### src/rtl/pong_game_sequencer_if.sv
// Game-flow bus between the pong sequencer and the blocks that feed and consume it.
// The sequencer attaches through the slave modport; the driving side uses master.
interface pong_game_sequencer_if #(
    parameter int SCORE_W = 5
);
    logic               frame_tick;
    logic               launch;
    logic               time_mode;
    logic [SCORE_W-1:0] max_score;
    logic               time_out;
    logic               left_hit;
    logic               right_hit;
    logic [2:0]         state;
    logic [SCORE_W-1:0] score_p1;
    logic [SCORE_W-1:0] score_p2;
    logic               serve_player;
    logic               obj_reset;
    logic               play_en;
    logic               time_en;
    logic               time_reset;
    logic [1:0]         winner;

    modport master (
        output frame_tick, launch, time_mode, max_score, time_out, left_hit, right_hit,
        input  state, score_p1, score_p2, serve_player, obj_reset, play_en, time_en,
               time_reset, winner
    );

    modport slave (
        input  frame_tick, launch, time_mode, max_score, time_out, left_hit, right_hit,
        output state, score_p1, score_p2, serve_player, obj_reset, play_en, time_en,
               time_reset, winner
    );
endinterface

### src/rtl/pong_game_sequencer.sv
// Registered game-flow FSM for the VGA pong core: menu/set/start/play/end_point/end_game.
// Optional AUTO_SERVE_EN: start auto-serves after SERVE_FRAMES frame ticks without launch.
module pong_game_sequencer #(
    parameter int SCORE_W      = 5,
    parameter int HOLD_FRAMES  = 60,
    parameter int SERVE_FRAMES = 120
) (
    input  logic                  clk_pix,
    input  logic                  reset,
    pong_game_sequencer_if.slave  bus
);
    localparam logic [2:0] ST_MENU      = 3'd0;
    localparam logic [2:0] ST_SET       = 3'd1;
    localparam logic [2:0] ST_START     = 3'd2;
    localparam logic [2:0] ST_PLAY      = 3'd3;
    localparam logic [2:0] ST_END_POINT = 3'd4;
    localparam logic [2:0] ST_END_GAME  = 3'd5;

    localparam logic [7:0]         HOLD_LAST = 8'(HOLD_FRAMES - 1);
    localparam logic [SCORE_W-1:0] SCORE_ONE = SCORE_W'(1);
    localparam logic [SCORE_W-1:0] SCORE_MAX = '1;

    logic               r_launch_s1, r_launch_s2, r_launch_d;
    logic [2:0]         r_state;
    logic [7:0]         r_frame_cnt;
    logic [SCORE_W-1:0] r_score_p1, r_score_p2;
    logic               r_serve_player, r_obj_reset, r_play_en, r_time_en, r_time_reset;
    logic [1:0]         r_winner;

    logic       w_launch_edge;
    logic       w_match_over;
    logic       w_count_en;
    logic [2:0] w_state_nxt;

    assign w_launch_edge = r_launch_s2 & ~r_launch_d;

    assign w_match_over = (!bus.time_mode && (bus.max_score != '0) &&
                           ((r_score_p1 >= bus.max_score) || (r_score_p2 >= bus.max_score))) ||
                          (bus.time_mode && bus.time_out);

`ifdef AUTO_SERVE_EN
    localparam logic [7:0] SERVE_LAST = 8'(SERVE_FRAMES - 1);
    assign w_count_en = (r_state == ST_END_POINT) || (r_state == ST_START);
`else
    assign w_count_en = (r_state == ST_END_POINT);
`endif

    always_comb begin
        w_state_nxt = r_state;
        case (r_state)
            ST_MENU:  if (w_launch_edge) w_state_nxt = ST_SET;
            ST_SET:   if (w_launch_edge) w_state_nxt = ST_START;
            ST_START: begin
                if (w_launch_edge) w_state_nxt = ST_PLAY;
`ifdef AUTO_SERVE_EN
                else if (bus.frame_tick && (r_frame_cnt == SERVE_LAST)) w_state_nxt = ST_PLAY;
`endif
            end
            ST_PLAY: begin
                if (bus.right_hit || bus.left_hit)         w_state_nxt = ST_END_POINT;
                else if (bus.time_mode && bus.time_out)    w_state_nxt = ST_END_GAME;
            end
            ST_END_POINT: begin
                if (bus.frame_tick && (r_frame_cnt == HOLD_LAST))
                    w_state_nxt = w_match_over ? ST_END_GAME : ST_START;
            end
            ST_END_GAME: if (w_launch_edge) w_state_nxt = ST_MENU;
            default:  w_state_nxt = ST_MENU;
        endcase
    end

    always_ff @(posedge clk_pix) begin
        if (reset) begin
            r_launch_s1    <= 1'b0;
            r_launch_s2    <= 1'b0;
            r_launch_d     <= 1'b0;
            r_state        <= ST_MENU;
            r_frame_cnt    <= '0;
            r_score_p1     <= '0;
            r_score_p2     <= '0;
            r_serve_player <= 1'b0;
            r_obj_reset    <= 1'b0;
            r_play_en      <= 1'b0;
            r_time_en      <= 1'b0;
            r_time_reset   <= 1'b0;
            r_winner       <= 2'b00;
        end else begin
            r_launch_s1 <= bus.launch;
            r_launch_s2 <= r_launch_s1;
            r_launch_d  <= r_launch_s2;
            r_state     <= w_state_nxt;

            if (w_state_nxt != r_state)           r_frame_cnt <= '0;
            else if (w_count_en && bus.frame_tick) r_frame_cnt <= r_frame_cnt + 8'd1;

            r_time_reset <= (r_state == ST_SET) && (w_state_nxt == ST_START);
            r_obj_reset  <= (r_state != ST_START) && (w_state_nxt == ST_START);
            r_play_en    <= (w_state_nxt == ST_PLAY);
            r_time_en    <= (w_state_nxt == ST_PLAY) && bus.time_mode;

            // right wall hit means p1 scored; it wins a tie with a simultaneous left hit
            if ((r_state == ST_SET) && (w_state_nxt == ST_START)) begin
                r_score_p1     <= '0;
                r_score_p2     <= '0;
                r_serve_player <= 1'b0;
            end else if ((r_state == ST_PLAY) && bus.right_hit) begin
                if (r_score_p1 != SCORE_MAX) r_score_p1 <= r_score_p1 + SCORE_ONE;
                r_serve_player <= 1'b1;
            end else if ((r_state == ST_PLAY) && bus.left_hit) begin
                if (r_score_p2 != SCORE_MAX) r_score_p2 <= r_score_p2 + SCORE_ONE;
                r_serve_player <= 1'b0;
            end

            if ((r_state != ST_END_GAME) && (w_state_nxt == ST_END_GAME)) begin
                if (r_score_p1 > r_score_p2)      r_winner <= 2'b01;
                else if (r_score_p2 > r_score_p1) r_winner <= 2'b10;
                else                              r_winner <= 2'b11;
            end
        end
    end

    assign bus.state        = r_state;
    assign bus.score_p1     = r_score_p1;
    assign bus.score_p2     = r_score_p2;
    assign bus.serve_player = r_serve_player;
    assign bus.obj_reset    = r_obj_reset;
    assign bus.play_en      = r_play_en;
    assign bus.time_en      = r_time_en;
    assign bus.time_reset   = r_time_reset;
    assign bus.winner       = r_winner;
endmodule

### src/flat_wrapper.sv
// flat-port wrapper written by rule: the top's interface ports become plain ports
module pong_game_sequencer_flat 
#(
    parameter int SCORE_W      = 5,
    parameter int HOLD_FRAMES  = 60,
    parameter int SERVE_FRAMES = 120
)
  (clk_pix, reset, bus_frame_tick, bus_launch, bus_time_mode, bus_max_score, bus_time_out, bus_left_hit, bus_right_hit, bus_state, bus_score_p1, bus_score_p2, bus_serve_player, bus_obj_reset, bus_play_en, bus_time_en, bus_time_reset, bus_winner);
  pong_game_sequencer_if #(.SCORE_W(SCORE_W)) bus_i ();
  input  logic clk_pix;
  input  logic reset;
  input wire logic [$bits(bus_i.frame_tick)-1:0] bus_frame_tick;
  input wire logic [$bits(bus_i.launch)-1:0] bus_launch;
  input wire logic [$bits(bus_i.time_mode)-1:0] bus_time_mode;
  input wire logic [$bits(bus_i.max_score)-1:0] bus_max_score;
  input wire logic [$bits(bus_i.time_out)-1:0] bus_time_out;
  input wire logic [$bits(bus_i.left_hit)-1:0] bus_left_hit;
  input wire logic [$bits(bus_i.right_hit)-1:0] bus_right_hit;
  output wire logic [$bits(bus_i.state)-1:0] bus_state;
  output wire logic [$bits(bus_i.score_p1)-1:0] bus_score_p1;
  output wire logic [$bits(bus_i.score_p2)-1:0] bus_score_p2;
  output wire logic [$bits(bus_i.serve_player)-1:0] bus_serve_player;
  output wire logic [$bits(bus_i.obj_reset)-1:0] bus_obj_reset;
  output wire logic [$bits(bus_i.play_en)-1:0] bus_play_en;
  output wire logic [$bits(bus_i.time_en)-1:0] bus_time_en;
  output wire logic [$bits(bus_i.time_reset)-1:0] bus_time_reset;
  output wire logic [$bits(bus_i.winner)-1:0] bus_winner;
  assign bus_i.frame_tick = bus_frame_tick;
  assign bus_i.launch = bus_launch;
  assign bus_i.time_mode = bus_time_mode;
  assign bus_i.max_score = bus_max_score;
  assign bus_i.time_out = bus_time_out;
  assign bus_i.left_hit = bus_left_hit;
  assign bus_i.right_hit = bus_right_hit;
  assign bus_state = bus_i.state;
  assign bus_score_p1 = bus_i.score_p1;
  assign bus_score_p2 = bus_i.score_p2;
  assign bus_serve_player = bus_i.serve_player;
  assign bus_obj_reset = bus_i.obj_reset;
  assign bus_play_en = bus_i.play_en;
  assign bus_time_en = bus_i.time_en;
  assign bus_time_reset = bus_i.time_reset;
  assign bus_winner = bus_i.winner;
  pong_game_sequencer #(.SCORE_W(SCORE_W), .HOLD_FRAMES(HOLD_FRAMES), .SERVE_FRAMES(SERVE_FRAMES)) u_core (.clk_pix(clk_pix), .reset(reset), .bus(bus_i));
endmodule
### config.mk
export PLATFORM = sky130hd
export DESIGN_NAME = pong_game_sequencer_flat
export DESIGN_NICKNAME = d
export VERILOG_FILES = /design/src/rtl/pong_game_sequencer_if.sv /design/src/rtl/pong_game_sequencer.sv /design/src/flat_wrapper.sv
export SDC_FILE = /design/constraint.sdc
export NUM_CORES = 1
export LEC_CHECK = 0
export BUFFER_PORTS_ARGS = -buffer_cell sky130_fd_sc_hd__buf_2
export CAP_MARGIN = 15
export CORE_ASPECT_RATIO = 0.6
export CORE_UTILIZATION = 30
export DETAILED_ROUTE_END_ITERATION = 8
export GPL_TIMING_DRIVEN = 0
export PLACE_DENSITY_LB_ADDON = 0.12
export SLEW_MARGIN = 15
export SYNTH_ARGS = -nofsm -noshare
export SYNTH_HDL_FRONTEND = slang
export SYNTH_SLANG_ARGS = --single-unit
export TNS_END_PERCENT = 100
### constraint.sdc
create_clock -name clk_pix -period 2.4 [get_ports clk_pix]
set_input_delay 0.12 -clock clk_pix [delete_from_list [all_inputs] [get_ports clk_pix]]
set_output_delay 0.12 -clock clk_pix [all_outputs]
set_load 0.02 [all_outputs]
Word level (Yosys, flattened, before mapping). Cells that the tools add are included. Widths: inputs -> output; s select.

Add/sub/neg operators: 3. Order comparisons: 4. Multiplexer cells: 13. Reduce and logical (&&, ||, !) cells: 22. Equal/unequal tests: 14. Bitwise operators: 3.

Operators by type and width (count): $mux 3 (8); $pmux 3 s6 (1); $eq 3x2->1 const B (4); $logic_and 1x1->1 (11); $add 5x1->5 const B (2); $ge 5x5->1 (2); $gt 5x5->1 (2); $ne 5x5->1 const B (2); $eq 3x3->1 const B (3); $add 8x1->8 const B (1); $eq 8x6->1 const B (1); $reduce_bool 5->1 (1); $reduce_or 2->1 (2); $eq 3x1->1 const B (1); $logic_not 3->1 (1); $logic_or 1x1->1 (3); $mux 1 (3); $ne 3x2->1 const B (1); $ne 3x3->1 (1); $ne 3x3->1 const B (1); $reduce_and 3->1 (1); $mux 2 (1); $not 1->1 (2); $reduce_and 2->1 (1); other kinds (3) (3).

Input bits: 13. Logic and storage cells: 72. Output and inout bits: 20. Register bits: 31.

Logic depth before layout (Yosys ltp). Gate-level depths: netlist (run 1).

Depth after elaboration: 10. Mapped depth: 8. Gate-level depth less buffers: 8.

Worst setup path before layout (run 1). OpenSTA, ideal clock, no wires.

Path type: register to register. From: register u_core.r_score_p1[0], in the netlist u_core.bus.score_p1[0]. To: register u_core.r_winner[0], in the netlist u_core.bus.winner[0]. Path buffers: 0. Library setup time: 0.123 ns. Stages on the path, launching flop included: 9. Data required time: 2.277 ns. Path slack: -0.097 ns. Data arrival time: 2.373 ns. Period minus slack after synthesis: 2.497 ns. Cells stage by stage: dfxtp_1 > inv_1 > ha_1 > nand2b_1 > a31oi_1 > or4_1 > a211o_1 > a21oi_2 > mux2_1.

Longest elaborated chain between the ends: 9. Elaborated cells between the ends (all ways): 13. Those cells by class: order compare (3); eq/ne (1); mux (5); reduce/logical (4).

RTL lines: start: declaration (line pong_game_sequencer.sv:26) `logic [SCORE_W-1:0] r_score_p1, r_score_p2;`; start signal: assignment (line pong_game_sequencer.sv:107) `if (r_score_p1 != SCORE_MAX) r_score_p1 <= r_score_p1 + SCORE_ONE;`; $ge 5x5->1 (line pong_game_sequencer.sv:38) `((r_score_p1 >= bus.max_score) || (r_score_p2 >= bus.max_score))) ||`; $logic_or 1x1->1 (line pong_game_sequencer.sv:38); $logic_and 1x1->1 (line pong_game_sequencer.sv:37) `assign w_match_over = (!bus.time_mode && (bus.max_score != '0) &&`; $logic_or 1x1->1 (line pong_game_sequencer.sv:38); $mux 3 (line pong_game_sequencer.sv:65) `w_state_nxt = w_match_over ? ST_END_GAME : ST_START;`; $mux 3 (line pong_game_sequencer.sv:64) `if (bus.frame_tick && (r_frame_cnt == HOLD_LAST))`; $pmux 3 s6 (line pong_game_sequencer.sv:50) `case (r_state)`; $eq 3x3->1 (line pong_game_sequencer.sv:114) `if ((r_state != ST_END_GAME) && (w_state_nxt == ST_END_GAME)) begin`; $logic_and 1x1->1 (line pong_game_sequencer.sv:114); end signal: assignment (line pong_game_sequencer.sv:115) `if (r_score_p1 > r_score_p2) r_winner <= 2'b01;`; end signal: assignment (line pong_game_sequencer.sv:116) `else if (r_score_p2 > r_score_p1) r_winner <= 2'b10;`; end signal: assignment (line pong_game_sequencer.sv:117) `else r_winner <= 2'b11;`; end: declaration (line pong_game_sequencer.sv:28) `logic [1:0] r_winner;`.

Several ways; a longest one is shown, not always the timed one. A chain may end at the register's enable or synchronous reset.

Worst setup path in the final report (run 1).
From: register u_core.r_score_p1[0], in the netlist u_core.bus.score_p1[0]. To: register u_core.r_winner[1], in the netlist u_core.bus.winner[1].

Same word-level chain as after synthesis.

==> results of run 1 <==
## area by class of cell
class                      instances  area (sq um)  area share (%)
clock inverter                     1          5.00           0.229
multi-input combinational        158          1140            52.4
sequential                        31           627            28.7
timing repair buffer              34           175            8.03
buffer                             3          11.3           0.516
tap                               80           100            4.59
inverter                          12          45.0            2.06
clock buffer                       7          76.3            3.50
## logic make-up (layout without fill, tap and decap cells)
kind of cell	after synthesis	count (layout)	synth area share, %
AOI/OAI and AO/OA	35	35	13.2
buffers and inverters	15	57	3.15
adders and majority gates	20	20	14.0
and+or+nand+nor	83	83	24.5
muxes	7	7	4.06
xor gates and xnor gates	13	13	6.37
DFF	31	31	34.7
## worst max-delay path, delay by kind of cell (launching register included)
kind / cells / cell delay, ps
adder cells (fa/ha/maj): 1 / 270
buffers and inverters: 1 / 80
AO/OA/AOI/OAI: 3 / 600
multiplexers: 1 / 340
flip-flops: 1 / 370
AND/OR/NAND/NOR: 2 / 570
## per-stage QoR
step | setup slack (ps) | hold slack [ps] | cells | cell area (sq um) | setup TNS (ps)
floorplan | 17.9 | 248 | 204 | 1790 | 0
global placement | -131 | 335 | 316 | 2050 | -474
detailed placement | -126 | 345 | 316 | 2050 | -444
CTS | 21.2 | 32.3 | 325 | 2160 | 0
global route | -25.0 | 62.2 | 326 | 2180 | -48.9
finish | 53.1 | 42.2 | 326 | 2180 | 0
## worst max path at each step
stage | start | to | depth (start not counted)
floorplan | u_core.bus.score_p1[0] | u_core.bus.winner[0] | 8
global placement | u_core.bus.score_p1[0] | u_core.bus.winner[1] | 8
detailed placement | u_core.bus.score_p1[0] | u_core.bus.winner[1] | 8
CTS | u_core.r_frame_cnt[0] | u_core.bus.winner[1] | 7
global route | u_core.bus.score_p1[0] | u_core.bus.winner[0] | 8
finish | u_core.bus.score_p1[0] | u_core.bus.winner[1] | 8
## cell usage after synthesis
| cell | n |
|---|---|
| a21o_1 | 4 |
| and4_1 | 2 |
| nand3_1 | 4 |
| xnor2_1 | 4 |
| nor2b_1 | 8 |
| or2_2 | 2 |
| o22ai_1 | 1 |
| a31oi_1 | 4 |
| dfxtp_1 | 31 |
| o32ai_1 | 1 |
| nand2b_1 | 4 |
| nand4_1 | 3 |
| nand2_1 | 18 |
| or4_1 | 3 |
| nor3_1 | 8 |
| and3b_1 | 1 |
| mux2i_1 | 5 |
| a311oi_2 | 1 |
| a211o_1 | 2 |
| mux2_1 | 2 |
| o211ai_1 | 1 |
| o21a_1 | 1 |
| and2_1 | 1 |
| nor3b_2 | 1 |
| ha_1 | 20 |
| a21boi_0 | 1 |
| inv_1 | 12 |
| o21ai_0 | 3 |
| a21oi_1 | 10 |
| nor3_2 | 1 |
| o2111ai_1 | 2 |
| a21oi_2 | 1 |
| and3_1 | 4 |
| nor4_1 | 1 |
| nor2_1 | 19 |
| clkbuf_1 | 3 |
| or2_1 | 1 |
| o21ai_1 | 1 |
| a211oi_1 | 2 |
| nor4b_1 | 2 |
| xor2_1 | 9 |
## registers in the layout, indices dropped and copies added (netlist names)
register	cells
u_core.bus.obj_reset	1
u_core.bus.play_en	1
u_core.bus.score_p1	5
u_core.bus.score_p2	5
u_core.bus.serve_player	1
u_core.bus.state	3
u_core.bus.time_en	1
u_core.bus.time_reset	1
u_core.bus.winner	2
u_core.r_frame_cnt	8
u_core.r_launch_d	1
u_core.r_launch_s1	1
u_core.r_launch_s2	1
## what timing repair did
action | in CTS | in global routing
pin swaps | 3 | 2
setup buffers | 1 | 1
resized for setup | 3 | 6
setup endpoints to repair | 10 | 10
## per-layer routing
layer  track usage (%)  up-vias  wire length (um)  part of all wire (%)
met5                 0        -                 0                     0
met4              5.59        0                61                   1.4
met3              4.14        7               155                   3.7
met2              19.9       24              1480                    35
met1              23.7      675              2540                    60
li1                  -      808                 -                     -
## power breakdown
| group | internal (mW) | leakage (nW) | switching (mW) |
|---|---|---|---|
| Combinational | 0.0269 | 0.681 | 0.0428 |
| Clock | 0.203 | 0.0422 | 0.195 |
| Sequential | 0.517 | 0.252 | 0.00303 |
==> impl_metrics.yaml, run 1 <==
outcome:
  status: "finished, final reports clean"
clocking:
  clk_path_buf_depth: 2
  cts_max_level: 2
  cts_tree: "done"
  clk_latency_ps: 290
  root_buffer: "clkbuf_8"
  clk_pin_slew_ps: 70
  hold_buffers: 0
  clock-sinks: 31
  cts_buffers: 5
setup_path:
  path_cells: "inv_1, ha_1, nand2b_1, a31oi_1, or4_4, a211o_1, a21oi_2, mux2_1"
  cp.required_ps: 2580
  r2r-end: "u_core.bus.winner[1]"
  endpoint_kind: "flop"
  max_stage_delay_ps: 480
  rrSetupSlack_ps: 50
  startpoint_type: "flop"
  cp_max_fo: 5
  timing.rr.start: "u_core.bus.score_p1[0]"
  reg2regPathDepth: 8
  crit_slowest_cell: "or4_4"
  timing_worst_setup_path_type: "reg -> reg"
  critical_path_arrival_ps: 2520
route:
  drc: 0
  first_iter_violations: 63
  drt_pre_antenna_iters: 4
  finalWirelength_um: 4230
  via_count: 1514
  ant_nets: 0
  wl_per_cell_um: 13.0
  via_per_inst: 4.64
grt:
  grt_pass1_wl_um: 7070
  antenna_found_initial: 0
  grt_pass1_vias: 1387
  grt_max_degree: 11
  globalRouteOverflowTotal: 0
  gr-usage-all-layers_pct: 15.4
layout:
  drive_above_1_share_pct: 21.5
  final_cell_mix: "buf_2, dfxtp_1, nor2_1, ha_1, nand2_1"
  fillers: 592
  diodes: 0
  final_core_util_pct: 38.6
  syn_to_final_growth_pct: 22.0
  nets: 278
  layout_commonest_cell: "buf_2"
floorplan:
  coreArea_sq_mm: 0.00565
  die_height_um: 61.8
  die_width_um: 102
  fp-row-count: 21
  num_io_pins: 33
  die_area_sq_mm: 0.00628
  initial_utilization_pct: 31.7
power:
  power-per-cell-area_mw_per_mm2: 453
  vdd_ir_drop_max_uv: 200
  power_leakage_nw: 0.976
  power_mw: 0.988
worst_hold_path:
  hp-class: "in -> reg"
  min_from: "bus_launch"
  worstHoldEndpoint: "u_core.r_launch_s1"
  whs_path_depth: 2
synth:
  syn_nets: 237
  synth_seq_cells: 31
  synth_area_leaders: "dfxtp_1, ha_1, xor2_1"
  synth-seq-area-share_pct: 34.7
  syn_inst: 204
  syn_area_sq_mm: 0.00179
  syn_avg_cell_area_sq_um: 8.76
  yosys.area.top_type: "dfxtp_1"
  yosysUniqueCellTypes: 41
  netlist.area_leader.share_pct: 34.7
  yosysWarnings: 0
sta:
  period_share_pct: 97.8
  fin_worst_skew_ps: 7.64
  rsz0062_at_grt: "true"
  tightestPinTransition_ps: 498
  post-route-min-period_ps: 2350
  slew_headroom_pct: 66.8
  fmax_mhz: 426
  maxSlewViolCount: 0
  setup_viol_count_final: 0
  hold_violations: 0
job:
  maxCapViolCount: 0
place:
  gp_congestion: 0.759
  dp_hpwl_um: 3300
  io_buffers: 32
No activity file was read; power rests on OpenSTA's default activity.
==> run 2: changes to the inputs <==
--- a/config.mk
+++ b/config.mk
@@ -8,7 +8,8 @@
 export BUFFER_PORTS_ARGS = -buffer_cell sky130_fd_sc_hd__buf_2
 export CAP_MARGIN = 15
 export CORE_ASPECT_RATIO = 0.6
-export CORE_UTILIZATION = 30
+export CORE_UTILIZATION = 35
+export CTS_BUF_LIST = sky130_fd_sc_hd__clkbuf_4
 export DETAILED_ROUTE_END_ITERATION = 8
 export GPL_TIMING_DRIVEN = 0
 export PLACE_DENSITY_LB_ADDON = 0.12
==> run 2 against run 1 <==
  * Clock power fell by 23%
  * Sequential power barely moved
  * Utilization rose by 7.2 points
  * Maximum frequency barely moved
  * Wire length rose by 0.21%
  * Flip-flop and latch count did not move
  * Clock-buffer cell count fell by 1
  * Global-route usage rose by 1.0 points
  * Combinational power rose by 2%
  * Critical endpoint unchanged
  * Largest cell class unchanged
  * Highest routed layer unchanged
==> impl_metrics.yaml, run 2 (synthesis results as in run 1) <==
outcome:
  status: "finished, final reports clean"
clocking:
  clk_latency_ps: 330
  cts_tree: "done"
  root_buffer: "clkbuf_4"
  cts_buffers: 5
  clk_path_buf_depth: 2
  cts_max_level: 2
  clk_pin_slew_ps: 100
  clock-sinks: 31
grt:
  gr-usage-all-layers_pct: 16.4
  grt_pass1_wl_um: 6530
  globalRouteOverflowTotal: 0
  grt_max_degree: 11
  grt_pass1_vias: 1258
  antenna_found_initial: 0
setup_path:
  path_depth: 8
  path_cells: "inv_2, ha_1, nand2b_1, a31oi_1, or4_4, a211o_1, a21oi_4, mux2_4"
  rrSetupSlack_ps: 50
  crit_slowest_cell: "or4_4"
  cp.required_ps: 2630
  startpoint_type: "flop"
  critical_path_arrival_ps: 2580
  endpoint_kind: "flop"
  crit_family: "compound AO/OA/AOI/OAI gates"
  max_stage_delay_ps: 510
  cp_max_fo: 4
  reg2regPathDepth: 8
  timing_worst_setup_path_type: "reg -> reg"
  crit_buf_inv: 1
floorplan:
  initial_utilization_pct: 37.8
  fp-row-count: 19
  die_area_sq_mm: 0.00541
  num_io_pins: 33
  die_height_um: 57.4
  die_width_um: 94.3
  coreArea_sq_mm: 0.00473
worst_hold_path:
  hp-class: "in -> reg"
  whs_path_depth: 3
place:
  gp_congestion: 0.815
  dp_hpwl_um: 3290
  io_buffers: 32
  pre_cts_slack_ps: -112
  dpl-instance-area_sq_mm: 0.00203
route:
  drt_pre_antenna_iters: 4
  drc: 0
  finalWirelength_um: 4240
  ant_nets: 0
  first_iter_violations: 100
  via_per_inst: 5.01
  via_count: 1569
  wl_per_cell_um: 13.6
sta:
  fin_worst_skew_ps: 10.4
  hold_violations: 0
  period_share_pct: 97.7
  post-route-min-period_ps: 2350
  timing.final.ws_setup_ps: 55.0
  maxSlewViolCount: 0
  tightestPinTransition_ps: 497
  slew_headroom_pct: 66.9
  fmax_mhz: 426
  setup_viol_count_final: 0
layout:
  postLayoutCellArea_sq_mm: 0.00217
  final_cell_mix: "buf_2, dfxtp_1, ha_1, nor2_1, nand2_1"
  top_register: "u_core.r_frame_cnt"
  nets: 282
  largest_reg_flops: 8
  syn_to_final_growth_pct: 21.3
  diodes: 0
  drive_above_1_share_pct: 23.6
  layout_commonest_cell: "buf_2"
job:
  maxCapViolCount: 0
power:
  vdd_ir_drop_max_uv: 188
  power_leakage_nw: 0.984
  power-per-cell-area_mw_per_mm2: 413
run 2: worst register-to-register path, cell delays in order, from the launching register on:
cell	delay, ps
dfxtp_4	380
inv_2	50
ha_1	260
nand2b_1	90
a31oi_1	90
or4_4	510
a211o_1	370
a21oi_4	180
mux2_4	320
run 2: worst paths after layout:
kind,startpoint,to
worst max-delay path,u_core.bus.score_p1[0],u_core.bus.winner[1]
worst min-delay path,reset,u_core.bus.serve_player
worst max register to register,u_core.bus.score_p1[0],u_core.bus.winner[1]
worst min register to register,u_core.r_launch_s1,u_core.r_launch_s2
run 2: what timing repair did:
item | in CTS | in global routing
gates resized for setup | 3 | 9
hold buffers | 1 | 0
buffers inserted | 1 | 4
hold endpoints to repair | 1 | 0
pin swaps | 3 | 5
setup endpoints to repair | 10 | 10
run 2: area by class of cell:
| class | instances | area [sq um] |
|---|---|---|
| Buffer | 3 | 11.3 |
| Timing Repair Buffer | 38 | 208 |
| Clock inverter | 2 | 7.51 |
| Inverter | 12 | 45.0 |
| Sequential cell | 31 | 629 |
| Clock buffer | 6 | 45.0 |
| Multi-Input combinational cell | 158 | 1140 |
| Tap cell | 63 | 78.8 |
| Fill cell | 470 | 2560 |
run 2: report_power, final:
group	switching [mW]	internal, mW
logic	0.0432	0.0281
registers	0.00321	0.516
clock network	0.186	0.120
total	0.232	0.664
run 2: through the flow:
step           cells  hold slack [ps]  power (mW)  TNS [ps]  utilization [%]
3_5_place_dp     299              336       0.599      -313             42.9
3_3_place_gp     299              330       0.600      -643             42.9
2_1_floorplan    204              248       0.571         0                -
5_1_grt          313              108       0.944    -0.383             45.9
4_1_cts          309              108       0.907         0             44.7
6_report         313              106       0.896         0             45.9
run 2: per-layer routing:
layer  part of all wire, %  track usage (%)  vias up  wire (um)
met4                   1.0             5.27        0         44
met3                   7.2             4.13        5        306
met2                    31             18.2       53       1340
li1                      -                -      820          -
met1                    60             28.2      691       2560
met5                     0                0        -          0
